## src/rtl/dcache_store_merge_if.sv

```systemverilog
// rtl/dcache_store_merge_if.sv - store request / merged line bus for the write-combining store merger
// master drives stores and consumes lines; slave is the merger.
interface dcache_store_merge_if #(
  parameter int WORD_W = 32,
  parameter int WORDS  = 4,
  parameter int TAG_W  = 26
);
  localparam int OFF_W  = $clog2(WORDS);
  localparam int BE_W   = WORD_W / 8;
  localparam int LINE_W = WORD_W * WORDS;
  localparam int LBE_W  = LINE_W / 8;

  logic              req_valid;
  logic              req_ready;
  logic [TAG_W-1:0]  req_tag;
  logic [OFF_W-1:0]  req_offset;
  logic [BE_W-1:0]   req_strb;
  logic [WORD_W-1:0] req_word;
  logic [LINE_W-1:0] req_line;
  logic              flush;
  logic              out_valid;
  logic              out_ready;
  logic [TAG_W-1:0]  out_tag;
  logic [LINE_W-1:0] out_line;
  logic [LBE_W-1:0]  out_mask;
  logic              idle;

  modport master (
    output req_valid, req_tag, req_offset, req_strb, req_word, req_line, flush, out_ready,
    input  req_ready, out_valid, out_tag, out_line, out_mask, idle
  );

  modport slave (
    input  req_valid, req_tag, req_offset, req_strb, req_word, req_line, flush, out_ready,
    output req_ready, out_valid, out_tag, out_line, out_mask, idle
  );
endinterface

```

## src/rtl/dcache_store_merge.sv

```systemverilog
// rtl/dcache_store_merge.sv - write-combining store merger holding one line buffer for the D-cache write port
// Optional idle auto-drain enabled by defining WC_TIMEOUT_EN.
module dcache_store_merge #(
  parameter int WORD_W  = 32,
  parameter int WORDS   = 4,
  parameter int TAG_W   = 26,
  parameter int TIMEOUT = 16
) (
  input logic                 clk,
  input logic                 rst,
  dcache_store_merge_if.slave bus
);
  localparam int OFF_W  = $clog2(WORDS);
  localparam int BE_W   = WORD_W / 8;
  localparam int LINE_W = WORD_W * WORDS;
  localparam int LBE_W  = LINE_W / 8;

  typedef enum logic [1:0] {EMPTY, HOLD, DRAIN} state_t;

  state_t state, state_nxt;
  logic   hit;
  logic   accept;

  function automatic logic [LINE_W-1:0] merge_line(
    input logic [LINE_W-1:0] base,
    input logic [OFF_W-1:0]  off,
    input logic [BE_W-1:0]   strb,
    input logic [WORD_W-1:0] word
  );
    logic [LINE_W-1:0] res;
    res = base;
    for (int w = 0; w < WORDS; w++) begin
      for (int b = 0; b < BE_W; b++) begin
        if (OFF_W'(w) == off && strb[b]) begin
          res[w*WORD_W + b*8 +: 8] = word[b*8 +: 8];
        end
      end
    end
    return res;
  endfunction

  function automatic logic [LBE_W-1:0] place_strb(
    input logic [OFF_W-1:0] off,
    input logic [BE_W-1:0]  strb
  );
    logic [LBE_W-1:0] m;
    m = '0;
    for (int w = 0; w < WORDS; w++) begin
      for (int b = 0; b < BE_W; b++) begin
        m[w*BE_W + b] = (OFF_W'(w) == off) && strb[b];
      end
    end
    return m;
  endfunction

`ifdef WC_TIMEOUT_EN
  localparam int CNT_W = (TIMEOUT > 1) ? $clog2(TIMEOUT) : 1;
  logic [CNT_W-1:0] idle_cnt;
  logic             timeout_hit;
  assign timeout_hit = (idle_cnt == CNT_W'(TIMEOUT - 1));
`endif

  // The output registers double as the line buffer.
  assign hit = (bus.req_tag == bus.out_tag);

  always_ff @(posedge clk or posedge rst) begin
    if (rst) begin
      state <= EMPTY;
    end else begin
      state <= state_nxt;
    end
  end

  always_comb begin
    state_nxt     = state;
    bus.req_ready = 1'b0;
    accept        = 1'b0;
    case (state)
      EMPTY: begin
        bus.req_ready = 1'b1;
        if (bus.req_valid) begin
          accept    = 1'b1;
          state_nxt = HOLD;
        end
      end
      HOLD: begin
        bus.req_ready = !(bus.req_valid && !hit);
        accept        = bus.req_valid && hit;
        // A same-cycle hit is merged before the flush drains the line.
        if ((bus.req_valid && !hit) || bus.flush) begin
          state_nxt = DRAIN;
`ifdef WC_TIMEOUT_EN
        end else if (!accept && timeout_hit) begin
          state_nxt = DRAIN;
`endif
        end
      end
      DRAIN: begin
        if (bus.out_ready) begin
          state_nxt = EMPTY;
        end
      end
      default: state_nxt = EMPTY;
    endcase
  end

  always_ff @(posedge clk or posedge rst) begin
    if (rst) begin
      bus.out_tag  <= '0;
      bus.out_line <= '0;
      bus.out_mask <= '0;
    end else if (accept) begin
      if (state == EMPTY) begin
        bus.out_tag  <= bus.req_tag;
        bus.out_line <= merge_line(bus.req_line, bus.req_offset, bus.req_strb, bus.req_word);
        bus.out_mask <= place_strb(bus.req_offset, bus.req_strb);
      end else begin
        bus.out_line <= merge_line(bus.out_line, bus.req_offset, bus.req_strb, bus.req_word);
        bus.out_mask <= bus.out_mask | place_strb(bus.req_offset, bus.req_strb);
      end
    end else if (state == DRAIN && bus.out_ready) begin
      bus.out_mask <= '0;
    end
  end

`ifdef WC_TIMEOUT_EN
  always_ff @(posedge clk or posedge rst) begin
    if (rst) begin
      idle_cnt <= '0;
    end else if (state == HOLD && !accept && state_nxt == HOLD) begin
      idle_cnt <= idle_cnt + 1'b1;
    end else begin
      idle_cnt <= '0;
    end
  end
`endif

  assign bus.out_valid = (state == DRAIN);
  assign bus.idle      = (state == EMPTY);
endmodule

```

## src/flat_wrapper.sv

```systemverilog
// flat-port wrapper written by rule: the top's interface ports become plain ports
module dcache_store_merge_flat 
#(
  parameter int WORD_W  = 32,
  parameter int WORDS   = 4,
  parameter int TAG_W   = 26,
  parameter int TIMEOUT = 16
)
  (clk, rst, bus_req_valid, bus_req_tag, bus_req_offset, bus_req_strb, bus_req_word, bus_req_line, bus_flush, bus_out_ready, bus_req_ready, bus_out_valid, bus_out_tag, bus_out_line, bus_out_mask, bus_idle);
  dcache_store_merge_if #(.WORD_W(WORD_W), .WORDS(WORDS), .TAG_W(TAG_W)) bus_i ();
  input logic clk;
  input logic rst;
  input wire logic [$bits(bus_i.req_valid)-1:0] bus_req_valid;
  input wire logic [$bits(bus_i.req_tag)-1:0] bus_req_tag;
  input wire logic [$bits(bus_i.req_offset)-1:0] bus_req_offset;
  input wire logic [$bits(bus_i.req_strb)-1:0] bus_req_strb;
  input wire logic [$bits(bus_i.req_word)-1:0] bus_req_word;
  input wire logic [$bits(bus_i.req_line)-1:0] bus_req_line;
  input wire logic [$bits(bus_i.flush)-1:0] bus_flush;
  input wire logic [$bits(bus_i.out_ready)-1:0] bus_out_ready;
  output wire logic [$bits(bus_i.req_ready)-1:0] bus_req_ready;
  output wire logic [$bits(bus_i.out_valid)-1:0] bus_out_valid;
  output wire logic [$bits(bus_i.out_tag)-1:0] bus_out_tag;
  output wire logic [$bits(bus_i.out_line)-1:0] bus_out_line;
  output wire logic [$bits(bus_i.out_mask)-1:0] bus_out_mask;
  output wire logic [$bits(bus_i.idle)-1:0] bus_idle;
  assign bus_i.req_valid = bus_req_valid;
  assign bus_i.req_tag = bus_req_tag;
  assign bus_i.req_offset = bus_req_offset;
  assign bus_i.req_strb = bus_req_strb;
  assign bus_i.req_word = bus_req_word;
  assign bus_i.req_line = bus_req_line;
  assign bus_i.flush = bus_flush;
  assign bus_i.out_ready = bus_out_ready;
  assign bus_req_ready = bus_i.req_ready;
  assign bus_out_valid = bus_i.out_valid;
  assign bus_out_tag = bus_i.out_tag;
  assign bus_out_line = bus_i.out_line;
  assign bus_out_mask = bus_i.out_mask;
  assign bus_idle = bus_i.idle;
  dcache_store_merge #(.WORD_W(WORD_W), .WORDS(WORDS), .TAG_W(TAG_W), .TIMEOUT(TIMEOUT)) u_core (.clk(clk), .rst(rst), .bus(bus_i));
endmodule
```

## config.mk

```make
export PLATFORM = sky130hd
export DESIGN_NAME = dcache_store_merge_flat
export DESIGN_NICKNAME = d
export VERILOG_FILES = /design/src/rtl/dcache_store_merge_if.sv /design/src/rtl/dcache_store_merge.sv /design/src/flat_wrapper.sv
export SDC_FILE = /design/constraint.sdc
export NUM_CORES = 1
export LEC_CHECK = 0
export BUFFER_PORTS_ARGS = -buffer_cell sky130_fd_sc_hd__buf_2
export CORE_MARGIN = 10
export CORE_UTILIZATION = 45
export DETAILED_ROUTE_END_ITERATION = 12
export GPL_TIMING_DRIVEN = 1
export PLACE_DENSITY = 0.73
export SYNTH_ARGS = -nofsm -noshare
export SYNTH_HDL_FRONTEND = slang
export SYNTH_SLANG_ARGS = --single-unit
```

## constraint.sdc

```tcl
create_clock -name clk -period 11 [get_ports clk]
set_clock_uncertainty 0.2 [all_clocks]
set_input_delay 2.2 -clock clk [delete_from_list [all_inputs] [get_ports clk]]
set_output_delay 2.2 -clock clk [all_outputs]
set_load 0.05 [all_outputs]
```

==> results.py, run 1 <==
metrics = {
    "critical_path": {
        "cp_data_required_time_ps": 8600,
        "rrSetupSlack_ps": 8110,
        "crit_end": "bus_req_ready",
        "r2r_end": "u_core.bus.out_line[23]",
        "slowest_delay_ps": 320,
        "worstSetupPathType": "in -> out",
        "worst_path_max_delay_cell": "nor4_2",
        "cp-startpoint": "bus_req_tag[25]",
        "start_kind": "primary input",
        "worst-path-max-fanout": 2,
        "crit_chain": "buf_2 > xnor2_1 > nand4_1 > nor4_2 > nand3_1 > and2_1 > a21oi_1 > buf_2",
        "r2r_start": "u_core.bus.out_tag[25]",
        "critPathCaptureType": "primary output",
        "worstRegToRegCells": 7,
        "worst-endpoint-arrival_ps": 3740,
        "crit_path_frequent_cell": "buf_2",
    },
    "floorplanning": {
        "ioPinCount": 370,
        "die_w_um": 159,
        "initial_utilization": 0.462,
        "rows": 50,
        "die_area_mm2": 0.0254,
        "core_mm2": 0.0189,
        "die_h_um": 159,
    },
    "power": {
        "p_leak_uw": 0.00556,
        "power.density_mw_per_mm2": 370,
        "ir_drop_mv": 0.197,
    },
    "finish": {
        "syn_to_final_growth_pct": 30.4,
        "layout_common_cells": "buf_2, mux2_2, dfrtp_1, nand2_1, mux2_4",
        "postLayoutCoreUtil": 0.603,
        "final_nets": 1244,
        "layout-drive-gt1-share": 0.640,
        "mostFrequentLayoutCell": "buf_2",
        "n_fill_cell": 1655,
    },
    "min_path": {
        "hp-start": "u_core.bus.out_line[6]",
        "hold_path.class": "reg -> reg",
    },
    "clock_tree": {
        "clk_latency_ps": 420,
        "cts_inserted_buffers": 17,
        "ctsHoldBuffers": 0,
        "postCtsSetupBuffers": 0,
        "tritoncts": "done",
        "cts_resized": 0,
        "htree_levels": 4,
        "cts-root-buf": "clkbuf_16",
        "cts.sinks": 172,
        "cts_buffer_depth": 2,
        "path_clk_slew_ps": 60,
    },
    "synthesis": {
        "synth_compound_area_frac": 0.0546,
        "synthAdderAreaFrac": 0,
        "yosysUniqueCellTypes": 35,
        "yosys.area_share.simple": 0.0675,
        "netlist_area_mm2": 0.00874,
        "ys_seq_area_frac": 0.493,
        "syn_nets": 879,
        "synthMuxAreaShare": 0.340,
        "synthXorXnorAreaFrac": 0.0261,
        "synth_top_family_by_area": "multiplexers",
        "syn-instance-count": 682,
        "ys_ff_latch": 172,
        "syn_area_per_cell_um2": 12.8,
        "synth_warnings": 0,
    },
    "drt": {
        "drt_iter0_drc": 318,
        "ant_nets": 0,
        "drt_wl_total_um": 28400,
        "drt-vias-per-instance": 5.08,
        "drc": 0,
        "routedWlPerCell_um": 21.5,
        "vias": 6719,
        "drt-pass1-iter-count": 4,
    },
    "timing": {
        "rsz0062_at_grt": "false",
        "finalCritPeriodShare": 0.558,
        "fin_crit_ps": 6140,
        "clock.fmax_ghz": 0.163,
        "drv_slew": 0,
        "worst_slew_pin_slew_ps": 934,
        "finalSetupViolations": 0,
        "final.setup.tns_ps": 0,
        "hold_violations": 0,
        "slew_headroom": 0.377,
    },
    "grt": {
        "grt_pass1_vias": 7409,
        "use_met1": 0.249,
        "grt_max_degree": 103,
        "grt.busiest_layer": "met2",
        "use_met2": 0.368,
        "grtUsageTotal": 0.216,
        "grt_pass1_wl_um": 43600,
        "antenna_found_initial": 2,
        "overflow": 0,
        "use_met3": 0.0811,
    },
    "placed_design": {
        "gp_congestion": 0.834,
        "numPortBuffers": 369,
        "place_hpwl_um": 22100,
    },
    "run": {
        "cap_violations": 0,
    },
    "run_status": {
        "outcome": "finished, final reports clean",
    },
}
-- final cells by class --
type / instances / area (um^2) / area share
well taps: 260 / 325 / 0.0286
clock buffers: 20 / 467 / 0.0410
diodes: 3 / 7.51 / 0.000659
multi-input cells: 478 / 4280 / 0.375
flip-flops and latches: 172 / 4300 / 0.378
clock inverters: 12 / 103 / 0.00901
inverters: 3 / 16.3 / 0.00143
repair buffers: 375 / 1890 / 0.166
-- registers in the layout (all words and copies together), names as in the netlist --
register	count
u_core.state	2
u_core.bus.out_mask	16
u_core.bus.out_tag	26
u_core.bus.out_line	128
-- cell usage after synthesis --
master / number / area share
or2_2: 2 / 0.0014
mux2_2: 224 / 0.29
nand2b_1: 2 / 0.0014
and2_1: 2 / 0.0014
clkbuf_1: 12 / 0.0052
xor2_1: 4 / 0.0040
inv_1: 2 / 0.00086
dfrtp_1: 172 / 0.49
buf_6: 1 / 0.0013
nand2_1: 111 / 0.048
and3_1: 4 / 0.0029
nand4_1: 5 / 0.0036
nor4_1: 1 / 0.00072
mux2_4: 24 / 0.041
nor2_1: 7 / 0.0030
a21oi_2: 4 / 0.0040
buf_4: 2 / 0.0017
nor2b_1: 3 / 0.0021
inv_2: 1 / 0.00043
buf_2: 11 / 0.0063
o21ai_0: 4 / 0.0023
a31o_2: 4 / 0.0040
nor4_2: 1 / 0.0014
xnor2_1: 22 / 0.022
mux2_1: 8 / 0.010
o21bai_1: 8 / 0.0069
buf_1: 2 / 0.00086
a21oi_1: 22 / 0.013
nand3_1: 1 / 0.00057
a31oi_4: 8 / 0.019
o2bb2ai_1: 1 / 0.0010
o211ai_1: 4 / 0.0034
buf_12: 1 / 0.0023
o31ai_1: 1 / 0.00086
and4b_1: 1 / 0.0011
-- how the worst min path moves through the flow --
| stage | slack (ps) | cells past startpoint | endpoint |
|---|---|---|---|
| 2_1_floorplan | 370 | 2 | u_core.state[1] |
| 3_3_place_gp | 260 | 1 | u_core.bus.out_line[6] |
| 3_5_place_dp | 270 | 1 | u_core.bus.out_line[7] |
| 4_1_cts | 290 | 1 | u_core.bus.out_line[7] |
| 5_1_grt | 290 | 1 | u_core.bus.out_line[0] |
| 6_report | 280 | 1 | u_core.bus.out_line[6] |
-- kinds of logic after synthesis --
| kind of cell | Yosys count |
|---|---|
| flip-flops | 172 |
| AO/OA/AOI/OAI | 56 |
| multiplexers | 256 |
| XOR/XNOR | 26 |
| buffers and inverters | 32 |
| AND/OR/NAND/NOR | 140 |
-- per-stage QoR --
step           power, uW  hold slack [ps]  area (um^2)  instances  worst slack (ps)
6_report            4210              282        11400       1323              4860
5_1_grt             4410              292        11400       1322              4700
4_1_cts             4250              286        11400       1320              4850
3_5_place_dp        3660              270        10800       1288              4850
3_3_place_gp        3620              263        10800       1288              4830
2_1_floorplan       3040              365         8740        682              3940
-- critical path: cells and delay by family --
family	cells	cell delay, ps
AND/OR/NAND/NOR	4	820
buffers and inverters	2	400
XOR/XNOR	1	150
AO/OA/AOI/OAI	1	160
-- metal layers --
| layer | vias to the layer above | wire length, um |
|---|---|---|
| met1 | 3306 | 11600 |
| met2 | 240 | 14200 |
| met3 | 27 | 2210 |
| li1 | 3146 | - |
| met5 | - | 0 |
| met4 | 0 | 382 |
-- power by group --
| part | internal [uW] | switching (uW) | total [uW] | leakage, uW |
|---|---|---|---|---|
| Clock | 314 | 269 | 583 | 0.000274 |
| Sequential | 943 | 181 | 1120 | 0.00206 |
| Combinational | 784 | 1720 | 2500 | 0.00323 |
| Total | 2040 | 2170 | 4210 | 0.00556 |
No activity file was read; power rests on OpenSTA's default activity.
==> inputs of run 2 (changes only) <==
CORE_UTILIZATION = 44   (was 45)
PLACE_DENSITY = 0.74   (was 0.73)
clock period = 5 ns   (was 11 ns; I/O delays follow)
==> run 2 against run 1 <==
Clock power rose by 130%. Critical path type unchanged. Register-to-register slack worse by 6100 ps. Critical path depth down 1. Die area increased by 2.0%. Global-route usage is 0.27 points lower. Non-clock buffer count fell by 2. Combinational power is 120% higher. Via count up 1.4%.
==> results.py, run 2 (synthesis results as in run 1) <==
metrics = {
    "floorplanning": {
        "die_h_um": 161,
        "core_mm2": 0.0195,
        "die_area_mm2": 0.0259,
        "initial_utilization": 0.447,
        "die_w_um": 161,
        "ioPinCount": 370,
        "rows": 51,
    },
    "critical_path": {
        "r2r_end": "u_core.bus.out_line[4]",
        "worst-path-max-fanout": 2,
        "r2r_start": "u_core.bus.out_tag[24]",
        "crit_chain": "buf_2 > xor2_1 > nor4_1 > nand3_1 > and2_1 > a21oi_1 > buf_2",
        "critPathCaptureType": "primary output",
        "crit_path_frequent_cell": "buf_2",
        "worst-path-buf-inv": 2,
        "start_kind": "primary input",
        "worstRegToRegCells": 6,
        "worst-endpoint-arrival_ps": 2600,
        "worst_path_max_delay_cell": "nor4_1",
        "cp_data_required_time_ps": 3800,
        "worst_path_dominant_cell_family": "simple AND/OR/NAND/NOR gates",
        "slowest_delay_ps": 510,
        "worstSetupPathType": "in -> out",
        "rrSetupSlack_ps": 2020,
    },
    "clock_tree": {
        "cts_resized": 0,
        "path_clk_slew_ps": 70,
        "tritoncts": "done",
        "clk_latency_ps": 420,
        "cts.sinks": 172,
        "htree_levels": 4,
        "postCtsSetupBuffers": 0,
        "cts_inserted_buffers": 17,
        "cts_buffer_depth": 2,
        "cts-root-buf": "clkbuf_16",
        "ctsHoldBuffers": 0,
    },
    "run_status": {
        "outcome": "finished, final reports clean",
    },
    "power": {
        "p_leak_uw": 0.00557,
        "p_switching_uw": 4800,
        "power_frac_seq": 0.267,
        "ir_drop_mv": 0.516,
        "p_int_uw": 4510,
        "power.density_mw_per_mm2": 815,
        "clockPowerShare": 0.142,
        "pwr-share-comb": 0.591,
        "swShare": 0.516,
    },
    "finish": {
        "top_regs": "u_core.bus.out_line: 128 flops, u_core.bus.out_tag: 26 flops, u_core.bus.out_mask: 16 flops",
        "final_nets": 1242,
        "largest-register": "u_core.bus.out_line",
        "mostFrequentLayoutCell": "buf_2",
        "layout-drive-gt1-share": 0.640,
        "layout_common_cells": "buf_2, mux2_2, dfrtp_1, nand2_1, mux2_4",
        "syn_to_final_growth_pct": 30.7,
        "largest_register_ffs": 128,
    },
    "timing": {
        "finalSetupViolations": 0,
        "slew_headroom": 0.160,
        "final.setup.tns_ps": 0,
        "rsz0062_at_grt": "false",
        "hold_violations": 0,
        "worst_slew_pin_slew_ps": 1260,
        "clock.fmax_ghz": 0.263,
        "layout_setup_ws_ps": 1200,
        "fin_crit_ps": 3800,
        "drv_slew": 0,
        "finalCritPeriodShare": 0.760,
    },
    "drt": {
        "drt-pass1-iter-count": 4,
        "drt-vias-per-instance": 5.14,
        "drt_iter0_drc": 420,
        "drc": 0,
        "routedWlPerCell_um": 21.5,
        "vias": 6812,
        "drt_wl_total_um": 28500,
        "ant_nets": 0,
    },
    "min_path": {
        "hold_path.class": "reg -> reg",
        "whs_path_depth": 1,
        "hold-path-endpoint": "u_core.bus.out_line[6]",
        "hp-start": "u_core.bus.out_line[6]",
    },
    "grt": {
        "overflow": 0,
        "antenna_found_initial": 4,
        "grt_pass1_vias": 7406,
        "grt_max_degree": 173,
        "grt_pass1_wl_um": 43600,
        "grtUsageTotal": 0.213,
    },
    "placed_design": {
        "post-place-ws_ps": 1270,
        "place_hpwl_um": 22200,
        "numPortBuffers": 369,
        "gp_congestion": 0.859,
    },
    "run": {
        "cap_violations": 0,
    },
}
## run 2: cell count changes in the layout (fill, tap and decap cells not counted), sizes merged
| cell | change |
|---|---|
| buf | -2 |
| bufinv | +1 |
| clkbuf | -3 |
| clkinv | -1 |
| inv | +3 |
## run 2: layout make-up
class,instances,area [um^2]
Antenna cell,3,7.51
Sequential cell,172,4300
Clock buffer,17,425
Inverter,3,15.0
Timing Repair Buffer,373,1900
Fill cell,1675,8110
Multi-Input combinational cell,478,4280
Tap cell,265,332
Clock inverter,15,153
## run 2: metrics by stage
step / std cells / cell area (um^2) / hold slack [ps] / util / total power (uW)
2_1_floorplan: 682 / 8740 / 365 / - / 6690
3_3_place_gp: 1291 / 10800 / 266 / 0.555 / 7950
3_5_place_dp: 1291 / 10800 / 278 / 0.555 / 8050
4_1_cts: 1323 / 11400 / 294 / 0.584 / 9390
5_1_grt: 1326 / 11400 / 306 / 0.585 / 9750
6_report: 1326 / 11400 / 293 / 0.585 / 9310
## run 2: worst reg2reg max path: stages, from the launching register on
cell,delay (ps)
dfrtp_1,410
xor2_1,170
nor4_1,510
and4b_2,620
buf_12,250
a31o_2,330
mux2_1,370
## run 2: worst max path at each step
stage          slack [ps]  cells after the start            start       endpoint
3_5_place_dp         1270                      7  bus_req_tag[24]  bus_req_ready
5_1_grt              1150                      7  bus_req_tag[24]  bus_req_ready
6_report             1200                      7  bus_req_tag[24]  bus_req_ready
4_1_cts              1260                      7  bus_req_tag[24]  bus_req_ready
3_3_place_gp         1240                      7  bus_req_tag[24]  bus_req_ready
2_1_floorplan        1210                      6  bus_req_tag[15]  bus_req_ready
## run 2: per-layer routing
metal | track usage | vias up | wire length, um | share of wire
li1 | - | 3157 | - | -
met4 | 0.0612 | 2 | 513 | 0.018
met1 | 0.237 | 3362 | 10900 | 0.38
met5 | 0 | - | 7 | 0.00025
met2 | 0.368 | 262 | 14500 | 0.51
met3 | 0.0849 | 29 | 2560 | 0.090
## run 2: power by group through the flow
stage               Combinational [uW]  Clock, uW  Sequential, uW
floorplan                         1870          0            4810
global placement                  5490          0            2460
detailed placement                5560          0            2490
CTS                               5560       1350            2480
global route                      5770       1410            2570
finish                            5500       1330            2480
==> inputs of run 3 (changes only) <==
CORE_UTILIZATION = 45   (was 44)
PLACE_DENSITY = 0.73   (was 0.74)
clock period = 3.6 ns   (was 5 ns; I/O delays follow)
==> run 3 against run 2 <==
Combinational power is 40% higher. Largest power group unchanged. Critical endpoint unchanged. Highest routed layer is now met4. Final area is 1.5% higher. Sequential power is 39% higher.
==> results.py, run 3 (synthesis results as in run 1) <==
metrics = {
    "timing": {
        "drv_slew": 0,
        "fin_crit_ps": 3280,
        "clock.fmax_ghz": 0.305,
        "final.setup.tns_ps": 0,
        "slew_headroom": 0.353,
        "hold_violations": 0,
        "finalSetupViolations": 0,
        "rsz0062_at_grt": "false",
        "finalCritPeriodShare": 0.912,
        "worst_slew_pin_slew_ps": 971,
    },
    "finish": {
        "syn_to_final_growth_pct": 32.6,
        "final_nets": 1254,
        "finalNonFillerCells": 1331,
        "mostFrequentLayoutCell": "buf_2",
        "layout-drive-gt1-share": 0.641,
        "n_fill_cell": 1573,
        "layout_common_cells": "buf_2, mux2_2, dfrtp_1, nand2_1, mux2_4",
        "largest-register": "u_core.bus.out_line",
        "top_regs": "u_core.bus.out_line: 128 flops, u_core.bus.out_tag: 26 flops, u_core.bus.out_mask: 16 flops",
        "largest_register_ffs": 128,
        "multi_input_area_mm2": 0.00428,
        "seqCellArea_mm2": 0.00430,
    },
    "floorplanning": {
        "die_area_mm2": 0.0254,
        "rows": 50,
        "initial_utilization": 0.462,
        "ioPinCount": 370,
        "die_w_um": 159,
        "core_mm2": 0.0189,
        "die_h_um": 159,
    },
    "grt": {
        "grtUsageTotal": 0.220,
        "grt_max_degree": 44,
        "grt_pass1_vias": 7321,
        "antenna_found_initial": 2,
        "use_met2": 0.373,
        "overflow": 0,
        "grt_pass1_wl_um": 44000,
        "use_met1": 0.262,
        "use_met3": 0.0751,
        "grt.busiest_layer": "met2",
    },
    "run": {
        "cap_violations": 0,
    },
    "clock_tree": {
        "ctsHoldBuffers": 0,
        "clk_latency_ps": 420,
        "cts_resized": 0,
        "path_clk_slew_ps": 70,
        "postCtsSetupBuffers": 0,
        "cts_buffer_depth": 2,
        "cts-root-buf": "clkbuf_16",
        "cts_inserted_buffers": 17,
        "tritoncts": "done",
        "cts.sinks": 172,
        "htree_levels": 4,
    },
    "power": {
        "ir_drop_mv": 0.811,
        "power.density_mw_per_mm2": 1140,
        "p_leak_uw": 0.00566,
    },
    "critical_path": {
        "worstSetupPathType": "reg -> out",
        "cp_data_required_time_ps": 2680,
        "worstRegToRegCells": 6,
        "worst-endpoint-arrival_ps": 2360,
        "rrSetupSlack_ps": 790,
        "r2r_end": "u_core.bus.out_line[36]",
        "worst-path-max-fanout": 3,
        "cp-startpoint": "u_core.bus.out_tag[24]",
        "r2r_start": "u_core.bus.out_tag[24]",
        "start_kind": "register",
        "critPathCaptureType": "primary output",
    },
    "drt": {
        "drt_iter0_drc": 300,
        "drt_wl_total_um": 28500,
        "vias": 6722,
        "drt-vias-per-instance": 5.05,
        "ant_nets": 0,
        "routedWlPerCell_um": 21.4,
        "drc": 0,
        "drt-pass1-iter-count": 4,
    },
    "placed_design": {
        "gp_congestion": 0.833,
        "dp_cells": 1298,
        "numPortBuffers": 369,
        "place_hpwl_um": 22800,
    },
    "min_path": {
        "hold_path.class": "in -> async",
    },
    "run_status": {
        "outcome": "finished, final reports clean",
    },
}
-- run 3: cell types whose count changed in the layout (fill, tap and decap cells not counted), sizes merged --
cell and delta:
clkbuf +2, diode -1, clkinvlp +1, buf +12, inv -6, bufinv +4, clkinv -2
-- run 3: layer usage --
layer | wire length (um) | vias up
met3 | 2120 | 24
met2 | 14500 | 256
met4 | 389 | 0
met1 | 11500 | 3272
li1 | - | 3170
met5 | 0 | -
-- run 3: worst max path at each step --
stage | to | slack [ps]
after global routing | bus_req_ready | 180
after detailed placement | bus_req_ready | 370
after global placement | bus_req_ready | 400
final | bus_req_ready | 320
after CTS | bus_req_ready | 310
after floorplan | bus_req_ready | 370
-- run 3: report_power, final --
part           total [uW]  switching (uW)  internal (uW)
clock                2040             801           1240
combinational        7680            5250           2430
sequential           3440             554           2880
-- run 3: stage by stage --
step	worst slack, ps	utilization	area, um^2	total power [uW]	hold slack [ps]
2_1_floorplan	370	-	8740	9290	365
3_3_place_gp	404	0.579	10900	11100	262
3_5_place_dp	372	0.579	10900	11200	271
4_1_cts	311	0.613	11600	13300	277
5_1_grt	178	0.613	11600	13800	279
6_report	317	0.613	11600	13200	261
-- run 3: area by class of cell --
cell class,instances,share of cell area
antenna,2,0.000432
clock buffer,19,0.0374
clock inverter,12,0.0181
inverter,3,0.00130
multi-input combinational,478,0.369
sequential,172,0.372
tap,260,0.0281
timing repair buffer,385,0.174
-- run 3: critical path, cell delays in order (launching register included) --
cell	delay, ps
dfrtp_1	410
xor2_1	170
nor4_1	520
nand3_1	170
and2_1	200
a21oi_1	180
buf_2	290
